### src/rtl/board_io_frontend.sv
`default_nettype none
// ============================================================================
//  Module   : board_io_frontend
//  Purpose  : Switch synchroniser, button debouncer with press pulses, and a
//             multiplexed common-anode hex display driver with dead time.
//  Revision : 1.0 - initial release
// ============================================================================
module board_io_frontend #(
    parameter int NUM_SW          = 16,
    parameter int NUM_BTN         = 5,
    parameter int NUM_DIGITS      = 4,
    parameter int DEBOUNCE_CYCLES = 65536,
    parameter int REFRESH_CYCLES  = 100000
) (
    input  logic                    CLK,
    input  logic                    RST,
    input  logic [NUM_SW-1:0]       sw_pad,
    input  logic [NUM_BTN-1:0]      btn_pad,
    output logic [NUM_SW-1:0]       sw_sync,
    output logic [NUM_BTN-1:0]      btn_level,
    output logic [NUM_BTN-1:0]      btn_press,
    input  logic [4*NUM_DIGITS-1:0] digit_val,
    input  logic [NUM_DIGITS-1:0]   digit_dp,
    input  logic [NUM_DIGITS-1:0]   digit_en,
    output logic [6:0]              seg,
    output logic                    dp,
    output logic [NUM_DIGITS-1:0]   an
);

    localparam int CNT_W = (DEBOUNCE_CYCLES > 1) ? $clog2(DEBOUNCE_CYCLES) : 1;
    localparam int PRE_W = $clog2(REFRESH_CYCLES);
    localparam int IDX_W = (NUM_DIGITS > 1) ? $clog2(NUM_DIGITS) : 1;

    localparam logic [CNT_W-1:0] C_CNT_MAX = CNT_W'(DEBOUNCE_CYCLES - 1);
    localparam logic [PRE_W-1:0] C_PRE_MAX = PRE_W'(REFRESH_CYCLES - 1);
    localparam logic [IDX_W-1:0] C_IDX_MAX = IDX_W'(NUM_DIGITS - 1);

    // ------------------------------------------------------------------
    // Two-stage synchronisers
    // ------------------------------------------------------------------
    logic [NUM_SW-1:0]  sw_s1_q,  sw_s2_q;
    logic [NUM_BTN-1:0] btn_s1_q, btn_s2_q;

    always_ff @(posedge CLK or posedge RST) begin
        if (RST) begin
            sw_s1_q  <= '0;
            sw_s2_q  <= '0;
            btn_s1_q <= '0;
            btn_s2_q <= '0;
        end else begin
            sw_s1_q  <= sw_pad;
            sw_s2_q  <= sw_s1_q;
            btn_s1_q <= btn_pad;
            btn_s2_q <= btn_s1_q;
        end
    end

    assign sw_sync = sw_s2_q;

    // ------------------------------------------------------------------
    // Per-button debouncer and rising-edge pulse
    // ------------------------------------------------------------------
    generate
        for (genvar i = 0; i < NUM_BTN; i++) begin : g_btn
            logic [CNT_W-1:0] cnt_q, cnt_d;
            logic             level_q, level_d;
            logic             press_q;

            always_comb begin
                cnt_d   = cnt_q;
                level_d = level_q;
                if (btn_s2_q[i] == level_q) begin
                    cnt_d = '0;
                end else if (cnt_q == C_CNT_MAX) begin
                    level_d = btn_s2_q[i];
                    cnt_d   = '0;
                end else begin
                    cnt_d = cnt_q + 1'b1;
                end
            end

            always_ff @(posedge CLK or posedge RST) begin
                if (RST) begin
                    cnt_q   <= '0;
                    level_q <= 1'b0;
                    press_q <= 1'b0;
                end else begin
                    cnt_q   <= cnt_d;
                    level_q <= level_d;
                    press_q <= level_d & ~level_q;
                end
            end

            assign btn_level[i] = level_q;
            assign btn_press[i] = press_q;
        end
    endgenerate

    // ------------------------------------------------------------------
    // Refresh prescaler and digit index
    // ------------------------------------------------------------------
    logic [PRE_W-1:0] pre_q, pre_d;
    logic [IDX_W-1:0] idx_q, idx_d;

    always_comb begin
        pre_d = pre_q + 1'b1;
        idx_d = idx_q;
        if (pre_q == C_PRE_MAX) begin
            pre_d = '0;
            idx_d = (idx_q == C_IDX_MAX) ? '0 : idx_q + 1'b1;
        end
    end

    // ------------------------------------------------------------------
    // Display output registers
    // ------------------------------------------------------------------
    function automatic logic [6:0] hex_decode(input logic [3:0] v);
        case (v)
            4'h0: hex_decode = 7'h3F;
            4'h1: hex_decode = 7'h06;
            4'h2: hex_decode = 7'h5B;
            4'h3: hex_decode = 7'h4F;
            4'h4: hex_decode = 7'h66;
            4'h5: hex_decode = 7'h6D;
            4'h6: hex_decode = 7'h7D;
            4'h7: hex_decode = 7'h07;
            4'h8: hex_decode = 7'h7F;
            4'h9: hex_decode = 7'h6F;
            4'hA: hex_decode = 7'h77;
            4'hB: hex_decode = 7'h7C;
            4'hC: hex_decode = 7'h39;
            4'hD: hex_decode = 7'h5E;
            4'hE: hex_decode = 7'h79;
            default: hex_decode = 7'h71;
        endcase
    endfunction

    logic [3:0]            w_cur_val;
    logic                  w_cur_en;
    logic                  w_cur_dp;
    logic [6:0]            seg_q, seg_d;
    logic                  dp_q,  dp_d;
    logic [NUM_DIGITS-1:0] an_q,  an_d;

    assign w_cur_val = digit_val[{idx_q, 2'b00} +: 4];
    assign w_cur_en  = digit_en[idx_q];
    assign w_cur_dp  = digit_dp[idx_q];

    // Prescaler value 0 is the blanked dead-time cycle between digits.
    always_comb begin
        seg_d = 7'h7F;
        dp_d  = 1'b1;
        an_d  = '1;
        if (pre_q != '0) begin
            an_d[idx_q] = ~w_cur_en;
            if (w_cur_en) begin
                seg_d = ~hex_decode(w_cur_val);
            end
            dp_d = ~(w_cur_dp & w_cur_en);
        end
    end

    always_ff @(posedge CLK or posedge RST) begin
        if (RST) begin
            pre_q <= '0;
            idx_q <= '0;
            seg_q <= 7'h7F;
            dp_q  <= 1'b1;
            an_q  <= '1;
        end else begin
            pre_q <= pre_d;
            idx_q <= idx_d;
            seg_q <= seg_d;
            dp_q  <= dp_d;
            an_q  <= an_d;
        end
    end

    assign seg = seg_q;
    assign dp  = dp_q;
    assign an  = an_q;

endmodule
`default_nettype wire

### config.mk
export PLATFORM = sky130hd
export DESIGN_NAME = board_io_frontend
export DESIGN_NICKNAME = d
export VERILOG_FILES = /design/src/rtl/board_io_frontend.sv
export SDC_FILE = /design/constraint.sdc
export NUM_CORES = 1
export LEC_CHECK = 0
export BUFFER_PORTS_ARGS = -buffer_cell sky130_fd_sc_hd__buf_2
export CORE_MARGIN = 2
export CORE_UTILIZATION = 43
export CTS_BUF_LIST = sky130_fd_sc_hd__clkbuf_8 sky130_fd_sc_hd__clkbuf_16
export CTS_CLUSTER_SIZE = 25
export DETAILED_ROUTE_END_ITERATION = 16
export GPL_TIMING_DRIVEN = 0
export PLACE_DENSITY = 0.66
export SLEW_MARGIN = 20
export SYNTH_ARGS = -nofsm -noshare
export SYNTH_HDL_FRONTEND = slang
export SYNTH_SLANG_ARGS = --single-unit
### constraint.sdc
create_clock -name CLK -period 4.8 [get_ports CLK]
set_input_delay 0.48 -clock CLK [delete_from_list [all_inputs] [get_ports CLK]]
set_output_delay 0.48 -clock CLK [all_outputs]
set_load 0.05 [all_outputs]
---- Word-level counts from Yosys, hierarchy flattened ----
Memories as Yosys holds them, arrays and structs flattened.
Cells that the tools add are included.
cells by class
  equal/unequal tests ..................... 12
  order comparisons ....................... 2
  muxes and demuxes ....................... 34
  reductions and logical operators ........ 2
  bitwise operators ....................... 16
  $add $sub $neg .......................... 7
  shift-type cells ........................ 1
operator list
  kind                     count
  $mux W16                 10
  $add A16 B1 Y16 const B  5
  $eq A16 B16 Y1 const B   5
  $mux W7                  4
  $add A17 B1 Y17 const B  1
  $eq A17 B17 Y1 const B   1
  $mux W17                 1
  $reduce_bool A17 Y1      1
  $shiftx A16 B5 Y4        1
  $mux W1                  14
  $not A1 Y1               7
  $not A7 Y7               1
  $and A1 B1 Y1            6
  $eq A1 B1 Y1             5
  $bmux W1 S2              2
  $mux W4                  1
  $not A4 Y4               1
  $or A4 B4 Y4             1
  $lt A2 B3 Y1 const B     1
  $add A2 B1 Y2 const B    1
  $demux W1 S2             1
  $eq A2 B2 Y1 const B     1
  $ge A2 B1 Y1 const B     1
  $mux W2                  1
  $logic_and A1 B1 Y1      1
word-level totals
  memories kept ........................... 1
  register bits after elaboration ......... 163
  memory bits (read-only) ................. 112
  input port bits ......................... 47
  output and inout bits ................... 38
memories
  name             words  width  read ports  clocked after Yosys merged registers in  wr ports  RTL line  text
  (no name shown)  16     7      1           0                                        0         118       case (v)

---- Depth between registers and ports, before layout ----
Gate-level depths: netlist of run 1.
  depth after elaboration ................. 7
  depth in mapped cells ................... 7
  depth with buffers taken out ............ 6

---- Worst setup path after synthesis of run 1 ----
OpenSTA, ideal clock, no wires.
  path kind ............................... register -> register
  start ................................... register idx_q[0]
  end ..................................... register seg_q[3], in the netlist seg[3]
  path slack .............................. 2.805 ns
  period minus slack after synthesis ...... 1.995 ns
  setup time .............................. 0.098 ns
  data arrival time ....................... 1.897 ns
  buffers on the path ..................... 1
  data required time ...................... 4.702 ns
  cell stages (with the launch flop) ...... 7
  cell sequence ........................... dfrtp_1 > buf_2 > mux4_2 > ha_1 > or2_2 > a21oi_1 > o21ai_0
on the way
  longest elaborated chain between the ends .. 7
  elaborated cells on any way between the ends .. 9
  classes of those cells .................. 1 x shift; 6 x mux; 1 x bitwise; 1 x memory
ends and longest elaborated chain
  what                      RTL line  text
  start: declaration        103       logic [IDX_W-1:0] idx_q, idx_d;
  start signal: assignment  172       idx_q <= idx_d;
  $shiftx A16 B5 Y4         145       assign w_cur_val = digit_val[{idx_q, 2'b00} +: 4];
  $mem_v2 Z16 W7            --
  $mux W7                   156       if (w_cur_en) begin
  $mux W7                   154       if (pre_q != '0) begin
  $not A7 Y7                157       seg_d = ~hex_decode(w_cur_val);
  $mux W7 *                 156
  $mux W7 *                 154
  via seg_d[3]              141       logic [6:0] seg_q, seg_d;
  end signal: assignment    173       seg_q <= seg_d;
  end: declaration          141
Mark *: on every way through the listed nets, which the timed path passes. The rest lies on a longest branch. The select of a mux whose other input is x is not followed.
A chain may end at the register's enable or synchronous reset.

---- Worst setup path after layout of run 1 ----
Same ends and word-level chain as after synthesis.

==> out/metrics.yaml, run 1 <==
startpoint: "idx_q[0]$_DFFE_PP0N_"
cts.sinks: 163
rr_endpoint: "seg[3]$_DFF_PP1_"
ys_warn_count: 0
dpl.hpwl_mm: 9.55
cts_buffers: 17
ios: 85
netlist_area_um2: 7140
drc: 0
via_per_inst: 5.09
hold_viol: 0
status: "finished clean"
dpl-instance-area_um2: 7940
wl_per_cell_um: 13.6
ys.flop_type: "dfrtp_1"
avgSynthCellArea_um2: 11.1
synth_edf_count: 0
post_cts_buffers: 0
cp.arrival_ns: 2.51
critPathCaptureType: "flop"
n_antenna_cell: 0
drtIter0Drc: 289
finalCritPeriodShare: 0.458
synth-async-reset-ratio: 1.00
vias: 4989
ys_ff_latch: 163
setup_viol: 0
pre_cts_ws_ns: 2.60
worst_slew_pin_slew_ns: 0.615
peakVddDrop_v: 0.000216
timing.max_cap.violations: 0
cts_tree: "done"
fin_crit_ns: 2.20
setup_ws_ns: 2.60
cts.repair.resized: 0
start_kind: "flop"
grt_max_degree: 33
fin_area_um2: 8500
firstDrtPassIters: 4
die_h_um: 133
crit_path_max_fanout: 9
reg2reg_from: "idx_q[0]$_DFFE_PP0N_"
timing.fmax_ghz: 0.455
synth_cell_types: 40
path_class: "flop to flop"
min_path_type: "input port to asynchronous set/reset pin"
grt_pass1_vias: 4941
syn2layout_area_growth_pct: 19.1
clock_latency_ns: 0.42
cts-root-buf: "clkbuf_16"
drive_gt1_frac: 0.218
p_per_area_nw_per_um2: 338
clock_path_buffers: 2
cp-endpoint: "seg[3]$_DFF_PP1_"
r2r_slack_ns: 2.60
wirelength_mm: 13.3
num_rows: 47
drv_slew: 0
r2r_cells: 6
hold_buffers: 0
fin_tns_setup_ns: 0
core_um2: 16400
synthCells: 640
grt_pass1_wl_mm: 23.2
dieArea_um2: 17600
portBuffers: 84
h-tree-depth: 4
slew_headroom: 0.587
die_x_um: 133
nets: 812
routabilityCongestion: 0.821
ant_nets: 0
grt-ovfl-total: 0
syn-num-nets: 704
worstPathRequired_ns: 5.12
yosysSeqAreaShare: 0.574
rsz0062_at_grt: "false"
antenna_found_initial: 0
start_util: 0.435
p_leak_uw: 0.00371
finClkSkew_ns: 0.00749
total_power_uw: 2870
clk_pin_slew_worst_paths_ns: 0.06
grt_usage: 0.164
==> worst min-delay path by stage <==
stage,startpoint,end,slack [ns],cells past startpoint
global route,RST,sw_s1_q[13]$_DFF_PP0_,0.12,2
global placement,sw_s1_q[13]$_DFF_PP0_,sw_sync[13]$_DFF_PP0_,0.33,0
floorplan,btn_s1_q[0]$_DFF_PP0_,btn_s2_q[0]$_DFF_PP0_,0.33,0
CTS,RST,btn_s1_q[2]$_DFF_PP0_,0.1,2
finish,RST,btn_s1_q[2]$_DFF_PP0_,0.10,2
detailed placement,sw_s1_q[8]$_DFF_PP0_,sw_sync[8]$_DFF_PP0_,0.33,0
==> logic make-up after synthesis <==
kind of cell	count (synthesis)	synth area share
buffers and inverters	42	0.0277
XOR/XNOR	80	0.0982
adder cells (fa/ha/maj)	17	0.0298
multiplexers	16	0.0361
AND/OR/NAND/NOR	275	0.194
AO/OA/AOI/OAI	47	0.0407
flip-flops	163	0.574
==> registers in the layout (all words and copies together), names as in the netlist <==
| register | flops |
|---|---|
| seg | 7 |
| g_btn.cnt_q | 80 |
| dp | 1 |
| sw_s1_q | 16 |
| g_btn.level_q | 5 |
| sw_sync | 16 |
| btn_s2_q | 5 |
| pre_q | 17 |
| btn_s1_q | 5 |
| idx_q | 2 |
| an | 4 |
| g_btn.press_q | 5 |
==> per-stage QoR <==
| stage | util | cells | hold WS [ns] |
|---|---|---|---|
| 2_1_floorplan | - | 640 | 0.331 |
| 3_3_place_gp | 0.478 | 944 | 0.332 |
| 3_5_place_dp | 0.484 | 949 | 0.335 |
| 4_1_cts | 0.518 | 981 | 0.0972 |
| 5_1_grt | 0.518 | 981 | 0.118 |
| 6_report | 0.518 | 981 | 0.104 |
==> synthesized netlist by cell type (2+ instances only) <==
| library cell | number | share of area |
|---|---|---|
| dfrtp_1 | 151 | 0.53 |
| nor2_1 | 91 | 0.048 |
| xnor2_1 | 50 | 0.061 |
| nand2_1 | 43 | 0.023 |
| nand3_1 | 39 | 0.027 |
| xor2_1 | 30 | 0.037 |
| nand4_1 | 23 | 0.020 |
| inv_1 | 22 | 0.012 |
| ha_1 | 17 | 0.030 |
| nor3_1 | 16 | 0.011 |
| a21oi_1 | 15 | 0.011 |
| nor4_1 | 15 | 0.013 |
| o21ai_0 | 15 | 0.011 |
| or3_1 | 13 | 0.011 |
| dfstp_2 | 12 | 0.044 |
| buf_4 | 10 | 0.011 |
| clkbuf_1 | 8 | 0.0042 |
| mux2_2 | 8 | 0.013 |
| and3_1 | 7 | 0.0061 |
| and4_1 | 7 | 0.0086 |
| mux4_2 | 7 | 0.022 |
| nor3b_1 | 7 | 0.0074 |
| a31o_2 | 6 | 0.0074 |
| o211ai_1 | 4 | 0.0042 |
| or2_2 | 3 | 0.0026 |
| and2_1 | 2 | 0.0018 |
| buf_2 | 2 | 0.0014 |
| nand2b_1 | 2 | 0.0018 |
| o21a_1 | 2 | 0.0021 |
| o31ai_1 | 2 | 0.0021 |
| or4_1 | 2 | 0.0021 |
==> layout by cell type, fill, tap and decap left out, drive strengths merged, types with 2 or more instances in the layout <==
master	instances
ha	17
and3	7
a31o	6
buf	101
nor3	16
mux2	8
o211ai	4
xnor2	50
nor2	91
o21ai	15
a21oi	15
nand2	43
xor2	30
nor4	16
o21a	2
and4	7
nor3b	7
nand4	24
or3	14
nand2b	2
dfstp	12
o31ai	2
or4	2
nand3	39
and2	2
clkbuf	29
inv	28
clkinv	3
dfrtp	151
or2	3
mux4	7
==> power by group <==
group	leakage (µW)	switching (µW)	internal, µW
clock network	0.000302	504	754
logic	0.00130	122	59.8
registers	0.00211	18.9	1410
==> critical path: stages (launching register included) <==
cell and delay [ns]:
dfrtp_1 0.37, buf_2 0.28, mux4_2 0.60, ha_1 0.28, or2_2 0.31, a21oi_1 0.15, o21ai_0 0.10
==> final cells by class <==
class                           instances  area (µm²)
Fill cell                            1408        7910
Timing Repair Buffer                   89         528
Multi-Input combinational cell        435        2840
Inverter                               22        86.3
Tap cell                              220         275
Clock inverter                         11        75.1
Clock buffer                           21         480
Buffer                                 20         115
Sequential cell                       163        4090
==> layer usage <==
layer / vias to the layer above / GRT usage / part of all wire
met5: - / 0 / 0
met4: 0 / 0.0645 / 0.015
met3: 14 / 0.0448 / 0.044
met2: 104 / 0.257 / 0.48
met1: 2450 / 0.217 / 0.46
li1: 2421 / - / -
Note: power is estimated with default switching activity, not from simulation.
==> run 2, diff against run 1 <==
==> constraint.sdc (replaced) <==
create_clock -name CLK -period 1.83 [get_ports CLK]
set_input_delay 0.183 -clock CLK [delete_from_list [all_inputs] [get_ports CLK]]
set_output_delay 0.183 -clock CLK [all_outputs]
set_load 0.05 [all_outputs]
==> out/metrics.yaml, run 2 (synthesis results as in run 1) <==
status: "finished, violations left"
violations: "negative setup slack"
rsz0062_at_grt: "true"
crit_path_max_fanout: 6
critPathCaptureType: "flop"
pre_cts_ws_ns: -0.231
vias: 5195
fin_tns_setup_ns: -0.135
start_kind: "flop"
start_util: 0.435
cts.sinks: 163
min_path_type: "input port to flop"
ios: 85
worstPathRequired_ns: 2.16
final_cell_mix: "dfrtp_1, nor2_1, buf_2"
cts-root-buf: "clkbuf_16"
dpl.hpwl_mm: 9.87
fill_cells: 1366
grt_pass1_wl_mm: 25.0
n_antenna_cell: 0
total_power_uw: 7670
core_um2: 16400
pwr-share-clk: 0.437
drv_slew: 0
nets: 853
routabilityCongestion: 0.874
p_int_uw: 5890
firstDrtPassIters: 4
grt-ovfl-total: 0
ant_nets: 0
fin_cells: 1021
via_per_inst: 5.09
finalCritPeriodShare: 1.03
regMostFlops: "g_btn.cnt_q"
r2r_slack_ns: -0.05
combPwrFrac: 0.073
p_per_area_nw_per_um2: 847
cts_tree: "done"
peakVddDrop_v: 0.000676
drive_gt1_frac: 0.288
die_h_um: 133
cp.arrival_ns: 2.21
setup_ws_ns: -0.0481
dieArea_um2: 17600
num_rows: 47
h-tree-depth: 4
clk_pin_slew_worst_paths_ns: 0.06
timing.fmax_ghz: 0.532
hold_viol: 0
largest_register_ffs: 80
p_leak_uw: 0.00391
dpl.cell_count: 949
switchingPower_uw: 1790
p_sw_frac: 0.233
syn2layout_area_growth_pct: 27.0
path_class: "flop to flop"
drtIter0Drc: 252
wirelength_mm: 14.7
finClkSkew_ns: 0.00651
slew_headroom: 0.685
timing.max_cap.violations: 0
antenna_found_initial: 0
final_common_cell: "dfrtp_1"
clock_path_buffers: 2
drc: 0
cts_buffers: 17
wl_per_cell_um: 14.4
grt_usage: 0.176
power.share.sequential: 0.490
fin_crit_ns: 1.88
largestRegisters: "g_btn.cnt_q: 80 flops, pre_q: 17 flops"
setup_viol: 4
portBuffers: 84
clock_latency_ns: 0.42
die_x_um: 133
grt_max_degree: 37
worst_slew_pin_slew_ns: 0.472
grt_pass1_vias: 5355
run 2: cell types whose count changed in the layout (fill, tap and decap cells not counted), sizes merged, moves of 5 or more:
cell and change:
clkinv +6, clkbuf -10, dlygate4sd3 +22, inv -5, buf +25
run 2: area by class of cell:
type / count / area (µm²) / area share
clock inverters: 14 / 124 / 0.0137
inverters: 22 / 91.3 / 0.0101
plain buffers: 16 / 120 / 0.0133
clock buffers: 17 / 425 / 0.0469
multi-input cells: 435 / 3000 / 0.331
repair buffers: 134 / 925 / 0.102
well taps: 220 / 275 / 0.0304
flip-flops and latches: 163 / 4100 / 0.453
run 2: worst paths after layout:
kind                                        from                           to  cells past startpoint
max                         idx_q[0]$_DFFE_PP0N_             seg[1]$_DFF_PP1_                      6
min                                  digit_dp[2]                 dp$_DFF_PP1_                      3
max reg2reg                 idx_q[0]$_DFFE_PP0N_             seg[1]$_DFF_PP1_                      6
min reg2reg                sw_s1_q[10]$_DFF_PP0_        sw_sync[10]$_DFF_PP0_                      0
max in group asynchronous                    RST         sw_s1_q[9]$_DFF_PP0_                      6
min in group asynchronous                    RST  g_btn[4].cnt_q[7]$_DFF_PP0_                      3
run 2: what timing repair did:
action / in CTS / in global routing
hold buffers: 22 / 0
resized for setup: 18 / 37
pin swaps: 9 / 7
setup buffers: 12 / 11
endpoints found under the hold margin: 33 / 0
cloned: 0 / 0
setup endpoints to repair: 57 / 52
run 2: through the flow:
step | util | hold WS (ns) | instance area (µm²)
floorplan | - | 0.214 | 7160
global placement | 0.479 | 0.292 | 7850
detailed placement | 0.485 | 0.232 | 7960
CTS | 0.540 | 0.113 | 8860
global route | 0.552 | 0.107 | 9060
finish | 0.552 | 0.122 | 9060
run 2: critical path, cell delays in order, from the launching register on:
cell	delay, ns
dfrtp_1	0.37
buf_6	0.14
mux4_2	0.61
inv_4	0.12
ha_4	0.20
o211ai_1	0.20
o211ai_1	0.14
run 2: power groups by stage:
stage	clock network, µW	logic (µW)	registers [µW]
global route	3630	612	3760
global placement	0	450	3810
detailed placement	0	491	3820
finish	3350	562	3760
CTS	3450	544	3750
floorplan	0	199	3930
run 2: routing by layer:
metal | track usage | routed length [µm] | up-vias
met1 | 0.216 | 6340 | 2562
met2 | 0.299 | 7640 | 131
met3 | 0.0494 | 644 | 12
met5 | 0 | 0 | -
li1 | - | - | 2490
met4 | 0.0591 | 126 | 0
==> run 3, diff against run 2 <==
--- a/config.mk
+++ b/config.mk
@@ -12,6 +12,7 @@
 export CTS_CLUSTER_SIZE = 25
 export DETAILED_ROUTE_END_ITERATION = 16
 export GPL_TIMING_DRIVEN = 0
+export MAX_ROUTING_LAYER = met4
 export PLACE_DENSITY = 0.66
 export SLEW_MARGIN = 20
 export SYNTH_ARGS = -nofsm -noshare
==> out/metrics.yaml, run 3 (synthesis results as in run 1) <==
start_kind: "flop"
fin_crit_ns: 1.87
min_path_type: "input port to flop"
p_per_area_nw_per_um2: 847
critPathSlowestCell: "mux4_2"
dieArea_um2: 17600
nets: 853
largest_register_ffs: 80
portBuffers: 84
setup_viol: 4
fin_area_um2: 9060
finalCritPeriodShare: 1.02
timing.max_cap.violations: 0
drc: 0
largestRegisters: "g_btn.cnt_q: 80 flops, pre_q: 17 flops"
critPathMaxStageDelay_ns: 0.61
wl_per_cell_um: 14.4
grt_pass1_vias: 5362
critical_path.cell_chain: "buf_6 -> mux4_2 -> inv_4 -> ha_4 -> o211ai_1 -> o211ai_1"
via_per_inst: 5.05
fin_cells: 1021
dpl.cell_count: 949
ant_nets: 0
crit_top_cell: "o211ai_1"
multi_input_area_um2: 3000
finClkSkew_ns: 0.00777
wirelength_mm: 14.7
p_leak_uw: 0.00391
worst_slew_pin_slew_ns: 0.480
dpl.hpwl_mm: 9.87
h-tree-depth: 4
clock_latency_ns: 0.42
status: "finished, violations left"
rsz0062_at_grt: "true"
grt_usage: 0.181
hold_start: "digit_dp[2]"
clk_pin_slew_worst_paths_ns: 0.06
reg2reg_from: "idx_q[0]$_DFFE_PP0N_"
antenna_found_initial: 0
cp.arrival_ns: 2.21
firstDrtPassIters: 4
r2r_cells: 6
timing.fmax_ghz: 0.533
syn2layout_area_growth_pct: 27.0
worstPathRequired_ns: 2.16
num_rows: 47
clock_path_buffers: 2
start_util: 0.435
setup_ws_ns: -0.0444
min_path_cells: 3
peakVddDrop_v: 0.000677
final_common_cell: "dfrtp_1"
final_cell_mix: "dfrtp_1, nor2_1, buf_2"
drv_slew: 0
r2r_slack_ns: -0.04
die_h_um: 133
violations: "negative setup slack"
grt_max_degree: 37
drive_gt1_frac: 0.288
slew_headroom: 0.680
cts.sinks: 163
cts_tree: "done"
core_um2: 16400
die_x_um: 133
dpl-instance-area_um2: 7960
regMostFlops: "g_btn.cnt_q"
grt_pass1_wl_mm: 25.0
regArea_um2: 4100
ios: 85
routabilityCongestion: 0.888
drtIter0Drc: 249
fill_cells: 1366
hold_viol: 0
hold_end: "dp$_DFF_PP1_"
path_class: "flop to flop"
crit_path_max_fanout: 6
cts_buffers: 17
critPathCaptureType: "flop"
vias: 5161
pre_cts_ws_ns: -0.231
fin_util: 0.552
rr_endpoint: "seg[1]$_DFF_PP1_"
n_antenna_cell: 0
grt-ovfl-total: 0
cts-root-buf: "clkbuf_16"
[run 3: cell counts in the layout (fill, tap and decap cells not counted)]
Identical to the previous run, type by type.
[run 3: per-layer routing]
metal	share of wire	global-route usage	vias to the layer above
met5	0	-	-
met4	0.0096	0.0591	0
met2	0.52	0.301	121
met3	0.045	0.0487	13
met1	0.43	0.215	2537
li1	-	-	2490
[run 3: worst max path at each step]
stage,endpoint,start,slack (ns)
3_5_place_dp,idx_q[1]$_DFFE_PP0N_,pre_q[0]$_DFF_PP0_,-0.23
2_1_floorplan,btn_s1_q[0]$_DFF_PP0_,RST,-0.41
3_3_place_gp,sw_s1_q[6]$_DFF_PP0_,RST,-1.30
6_report,seg[1]$_DFF_PP1_,idx_q[0]$_DFFE_PP0N_,-0.04
5_1_grt,seg[4]$_DFF_PP1_,idx_q[0]$_DFFE_PP0N_,-0.10
4_1_cts,seg[4]$_DFF_PP1_,idx_q[0]$_DFFE_PP0N_,-0.05
[run 3: cell type report]
class                   instances  area share
flip-flops and latches        163       0.453
multi-input cells             435       0.331
repair buffers                134       0.102
clock buffers                  17      0.0469
well taps                     220      0.0304
clock inverters                14      0.0137
plain buffers                  16      0.0133
inverters                      22      0.0101
[run 3: through the flow]
step                setup TNS (ns)  hold WS (ns)  power, µW
floorplan                   -62.52         0.214       4130
global placement           -204.56         0.292       4260
detailed placement           -7.47         0.232       4310
CTS                         -0.101         0.113       7750
global route                -0.523         0.107       8010
finish                      -0.129         0.121       7670
[run 3: power by group]
group,total [µW],leakage [µW],internal (µW),switching [µW]
Sequential,3760,0.00210,3700,51.9
Clock,3360,0.000284,1970,1390
Combinational,562,0.00153,214,348
[run 3: critical path: cells and delay by family (launching register included)]
family,cells,cell delay (ns)
muxes,1,0.61
adders and majority gates,1,0.20
AOI/OAI and AO/OA,2,0.34
DFF,1,0.37
buffers and inverters,2,0.26
[run 3: what timing repair did]
action | in CTS | in global routing
setup buffers | 12 | 11
pin swaps | 9 | 7
hold buffers | 22 | 0
setup endpoints to repair | 57 | 52
gates resized for setup | 18 | 37
endpoints found under the hold margin | 33 | 0
